<file path="src/rtl/ps2_scancode_ctrl.sv">
// PS/2 set-2 scan-code controller: drains the ps2_keyboard FIFO, folds E0/F0 prefixes
// into flags and presents key events over valid/ack. Define PS2_TYPEMATIC_FILTER_EN to drop typematic repeats.
module ps2_scancode_ctrl #(
   parameter int TO_W = 20
) (
   input  logic       clk,
   input  logic       clrn,
   input  logic [7:0] kb_data,
   input  logic       kb_ready,
   input  logic       kb_overflow,
   output logic       kb_rdn,
   output logic [7:0] key_code,
   output logic       key_ext,
   output logic       key_break,
   output logic       key_valid,
   input  logic       key_ack,
   output logic       err_overflow,
   output logic       err_code,
   input  logic       err_clr
);

   typedef enum logic [1:0] {IDLE, READ, DECODE, HOLD} state_t;

   localparam logic [TO_W-1:0] TO_MAX = '1;
   localparam logic [TO_W-1:0] TO_ONE = {{(TO_W-1){1'b0}}, 1'b1};

   state_t          state, state_nxt;
   logic [7:0]      rx_byte;
   logic            pend_ext, pend_brk;
   logic [TO_W-1:0] to_cnt;
   logic            is_ext, is_brk, is_bad, drop_evt;

   assign is_ext = (rx_byte == 8'hE0);
   assign is_brk = (rx_byte == 8'hF0);
   assign is_bad = (rx_byte == 8'h00) || (rx_byte == 8'hFF);

`ifdef PS2_TYPEMATIC_FILTER_EN
   logic [8:0] last_make;
   logic       last_vld;

   // A repeated make of the key already held down is a typematic repeat.
   assign drop_evt = !pend_brk && last_vld && (last_make == {pend_ext, rx_byte});

   always_ff @(posedge clk or negedge clrn) begin
      if (!clrn) begin
         last_make <= '0;
         last_vld  <= 1'b0;
      end else if (state == DECODE && !is_ext && !is_brk && !is_bad) begin
         if (!pend_brk) begin
            if (!drop_evt) begin
               last_make <= {pend_ext, rx_byte};
               last_vld  <= 1'b1;
            end
         end else if (last_make == {pend_ext, rx_byte}) begin
            last_vld <= 1'b0;
         end
      end
   end
`else
   assign drop_evt = 1'b0;
`endif

   always_ff @(posedge clk or negedge clrn) begin
      if (!clrn) state <= IDLE;
      else       state <= state_nxt;
   end

   // NOTE: every output of this block gets a default first so no latch is inferred.
   always_comb begin
      state_nxt = state;
      kb_rdn    = 1'b1;
      case (state)
         IDLE:    if (kb_ready) state_nxt = READ;
         READ: begin
            kb_rdn    = 1'b0;
            state_nxt = DECODE;
         end
         DECODE:  state_nxt = (is_ext || is_brk || is_bad || drop_evt) ? IDLE : HOLD;
         HOLD:    if (key_ack) state_nxt = IDLE;
         default: state_nxt = IDLE;
      endcase
   end

   always_ff @(posedge clk or negedge clrn) begin
      if (!clrn) begin
         rx_byte   <= '0;
         pend_ext  <= 1'b0;
         pend_brk  <= 1'b0;
         to_cnt    <= '0;
         key_code  <= '0;
         key_ext   <= 1'b0;
         key_break <= 1'b0;
         key_valid <= 1'b0;
      end else begin
         case (state)
            IDLE: begin
               // Pending prefix ages only while waiting; the counter saturates at TO_MAX.
               if (!kb_ready && (pend_ext || pend_brk)) begin
                  if (to_cnt == TO_MAX) begin
                     pend_ext <= 1'b0;
                     pend_brk <= 1'b0;
                  end else begin
                     to_cnt <= to_cnt + TO_ONE;
                  end
               end
            end
            READ: begin
               rx_byte <= kb_data;
               to_cnt  <= '0;
            end
            DECODE: begin
               if (is_ext) begin
                  pend_ext <= 1'b1;
               end else if (is_brk) begin
                  pend_brk <= 1'b1;
               end else begin
                  pend_ext <= 1'b0;
                  pend_brk <= 1'b0;
                  if (!is_bad && !drop_evt) begin
                     key_code  <= rx_byte;
                     key_ext   <= pend_ext;
                     key_break <= pend_brk;
                     key_valid <= 1'b1;
                  end
               end
            end
            HOLD: if (key_ack) key_valid <= 1'b0;
            default: ;
         endcase
      end
   end

   // Sticky error flags: a set in the same cycle as err_clr wins.
   always_ff @(posedge clk or negedge clrn) begin
      if (!clrn) begin
         err_overflow <= 1'b0;
         err_code     <= 1'b0;
      end else begin
         err_overflow <= kb_overflow | (err_overflow & ~err_clr);
         err_code     <= ((state == DECODE) && is_bad) | (err_code & ~err_clr);
      end
   end

endmodule

</file>
<file path="config.mk">
export PLATFORM = sky130hd
export DESIGN_NAME = ps2_scancode_ctrl
export DESIGN_NICKNAME = d
export VERILOG_FILES = /design/src/rtl/ps2_scancode_ctrl.sv
export SDC_FILE = /design/constraint.sdc
export NUM_CORES = 1
export LEC_CHECK = 0
export ABC_AREA = 1
export CAP_MARGIN = 10
export CORE_ASPECT_RATIO = 1.5
export CORE_MARGIN = 5
export CORE_UTILIZATION = 51
export DETAILED_ROUTE_END_ITERATION = 10
export PLACE_DENSITY_LB_ADDON = 0.1
export REMOVE_ABC_BUFFERS = 1
export SLEW_MARGIN = 20
export SYNTH_ARGS = -nofsm -noshare
export SYNTH_HDL_FRONTEND = slang
export SYNTH_SLANG_ARGS = --single-unit
export TNS_END_PERCENT = 10
</file>
<file path="constraint.sdc">
create_clock -name clk -period 2.1 [get_ports clk]
set_input_delay 0.21 -clock clk [delete_from_list [all_inputs] [get_ports clk]]
set_output_delay 0.21 -clock clk [all_outputs]
set_load 0.05 [all_outputs]
</file>
==> results.sh <==
export IMPL_status="complete, no violations"
export IMPL_grt_overflow_total=0
export IMPL_vias=2059
export IMPL_max_freq_mhz=529.0
export IMPL_min_period_over_period_pct=90.01
export IMPL_postCtsSetupBuffers=0
export IMPL_die_area_um2=6341
export IMPL_numCtsBuffers=5
export IMPL_clock_sinks=45
export IMPL_die_w_um=66.71
export IMPL_async_flop_share_pct=100.0
export IMPL_cts_tree="done"
export IMPL_grt_busiest_layer="met2"
export IMPL_ios=28
export IMPL_synth_simple_gate_area_share_pct=32.60
export IMPL_numPortBuffers=27
export IMPL_critPathArrivalTime_ns=2.08
export IMPL_core_area_um2=4771
export IMPL_grtUsageMet1_pct=19.41
export IMPL_routed_wl_mm=5.061
export IMPL_swShare_pct=45.11
export IMPL_synthAdderAreaFrac_pct=0.5086
export IMPL_synth_compound_area_share_pct=11.39
export IMPL_fillCellCount=456
export IMPL_finalHoldViolations=0
export IMPL_power_frac_comb_pct=48.3
export IMPL_area_growth_syn_to_layout_pct=18.87
export IMPL_ir_drop_v=0.0007816
export IMPL_drt_iter0_markers=76
export IMPL_met2_usage_pct=34.19
export IMPL_final_common_cell="nand2_1"
export IMPL_power_frac_seq_pct=36.6
export IMPL_ctsLongestPathBuffers=2
export IMPL_syn_area_um2=2460
export IMPL_slew_viol_final=0
export IMPL_clkTransAtPathRegs_ns=0.08
export IMPL_slowest_delay_ns=0.46
export IMPL_synth_xor_area_share_pct=3.204
export IMPL_start_util_pct=51.56
export IMPL_postSynthAreaPerCell_um2=7.735
export IMPL_row_count=31
export IMPL_crit_chain="ha_2 > nand2_1 > nor2_2 > nand2_2 > nor2_4 > nand2_4 > nand2_4 > nor2_1 > nand2_1 > nand2_1"
export IMPL_grt_pass1_vias=2097
export IMPL_ys_seq_area_share_pct=45.78
export IMPL_grt_use_met3_pct=3.656
export IMPL_diodes=0
export IMPL_antenna_left=0
export IMPL_hold_path_class="primary input to register"
export IMPL_setup_ws_ns=0.2097
export IMPL_synth_edf_count=0
export IMPL_internal_power_mw=1.897
export IMPL_power_density_nw_per_um2=1182
export IMPL_die_y_um=95.06
export IMPL_fin_skew_ns=0.005672
export IMPL_slowest_stage="dfrtp_1"
export IMPL_setup_violations=0
export IMPL_antenna_found_initial=0
export IMPL_path_class="register to register"
export IMPL_slew_headroom_pct=62.68
export IMPL_hpwl_mm=3.824
export IMPL_cts_root_buf="clkbuf_8"
export IMPL_drtPass1Iterations=6
export IMPL_nNetsFinal=368
export IMPL_grt_pass1_wl_mm=9.032
export IMPL_place_congestion=0.9865
export IMPL_via_per_inst=4.902
export IMPL_required_ns=2.29
export IMPL_syn_inst=318
export IMPL_synth_top_family_by_area="simple AND/OR/NAND/NOR gates"
export IMPL_clock_latency_ns=0.30
export IMPL_muxShareOfSynthArea_pct=0
export IMPL_clockPowerShare_pct=15.1
export IMPL_p_switching_mw=1.559
export IMPL_ys_flop_type="dfrtp_1"
export IMPL_ys_warn_count=0
export IMPL_wl_per_cell_um=12.05
export IMPL_grt_start_max_net_pins=46
export IMPL_startpoint_type="register"
export IMPL_worstSetupEndpointType="register"
export IMPL_cap_violations=0
export IMPL_post_place_ws_ns=0.1816
export IMPL_drive_gt1_share_pct=12.43
export IMPL_utilization_pct=61.29
export IMPL_drc=0
export IMPL_final_cell_mix="nand2_1, dfrtp_1, nor2_1"
export IMPL_fin_crit_ns=1.890
export IMPL_ys_seq_elements=45
export IMPL_synthDistinctLibCells=27
export IMPL_timing_worst_slew_pin_value_ns=0.5597
export IMPL_critical_path_most_common_cell="nand2_1"
export IMPL_rsz0062_at_grt="no"
export IMPL_setup_tns_ns=0
export IMPL_cp_max_fo=14
export IMPL_grt_use_total_pct=18.59
export IMPL_p_leak_nw=1.364
export IMPL_h_tree_depth=2
==> final timing paths <==
| path | startpoint | endpoint | slack (ns) | cells past startpoint |
|---|---|---|---|---|
| worst min register to register | key_valid | key_valid | 0.49 | 2 |
| worst max register to register | to_cnt[0] | to_cnt[19] | 0.21 | 10 |
| worst min-delay path | kb_data[5] | rx_byte[5] | 0.48 | 3 |
| max in group asynchronous | clrn | key_ext | 1.19 | 3 |
| min in group asynchronous | clrn | to_cnt[10] | 0.52 | 3 |
| worst max-delay path | to_cnt[0] | to_cnt[19] | 0.21 | 10 |
==> worst max-delay path, delay by kind of cell, from the launching register on <==
kind                       cells  cell delay [ns]
and+or+nand+nor                9             1.07
DFF                            1             0.46
adders and majority gates      1             0.26
==> timing repair <==
action / CTS / global route
hold buffers: 1 / 0
endpoints found under the hold margin: 19 / 0
setup endpoints to repair: 0 / 1
resized for setup: 0 / 1
==> layer usage <==
layer	vias to the layer above	routed length [µm]
met1	939	1968
met5	-	0
met3	16	180
li1	1065	-
met4	0	163
met2	39	2750
==> cell families (layout without fill, tap and decap cells) <==
group | after synthesis | after routing
AOI/OAI and AO/OA | 43 | 43
DFF | 45 | 45
buffers and inverters | 36 | 72
adders and majority gates | 1 | 1
and+or+nand+nor | 184 | 184
xor gates and xnor gates | 9 | 9
==> power groups by stage <==
stage	Combinational, mW	Sequential, mW	Clock (mW)
after detailed placement	1.69	1.28	0
after floorplan	0.797	1.58	0
after CTS	1.69	1.27	0.549
after global placement	1.67	1.28	0
final	1.67	1.26	0.523
after global routing	1.85	1.30	0.574
==> through the flow <==
stage | instances | hold WS (ns) | instance area (µm²) | total power, mW
final | 420 | 0.4796 | 2924 | 3.456
after global routing | 420 | 0.4834 | 2924 | 3.727
after CTS | 420 | 0.4697 | 2922 | 3.509
after detailed placement | 411 | 0.3294 | 2828 | 2.970
after floorplan | 312 | -0.08559 | 2412 | 2.373
after global placement | 411 | 0.3270 | 2828 | 2.950
==> registers in the layout (all words and copies together), names as in the netlist <==
| signal | count |
|---|---|
| key_valid | 1 |
| err_overflow | 1 |
| err_code | 1 |
| pend_ext | 1 |
| pend_brk | 1 |
| rx_byte | 8 |
| to_cnt | 20 |
| state | 2 |
| key_break | 1 |
| key_ext | 1 |
| key_code | 8 |
==> synth_stat cells (3+ instances only) <==
library cell / number / area, µm²
nor2_1: 40 / 150.1
nand2_1: 106 / 397.9
o21ai_2: 12 / 105.1
o21ai_0: 14 / 70.07
o21bai_1: 8 / 60.06
nand2_2: 8 / 50.05
clkbuf_1: 3 / 11.26
a21oi_1: 9 / 45.04
nand3_1: 16 / 80.08
dfrtp_1: 45 / 1126
inv_1: 28 / 105.1
xor2_1: 7 / 61.31
==> area by class of cell <==
class | instances | area, µm² | area share, %
clock inverters | 1 | 7.507 | 0.2567
multi-input cells | 237 | 1176 | 40.22
flip-flops and latches | 45 | 1126 | 38.51
well taps | 66 | 82.58 | 2.824
clock buffers | 7 | 76.32 | 2.610
repair buffers | 34 | 342.8 | 11.72
inverters | 30 | 112.6 | 3.851
(Power assumes the default switching activity.)
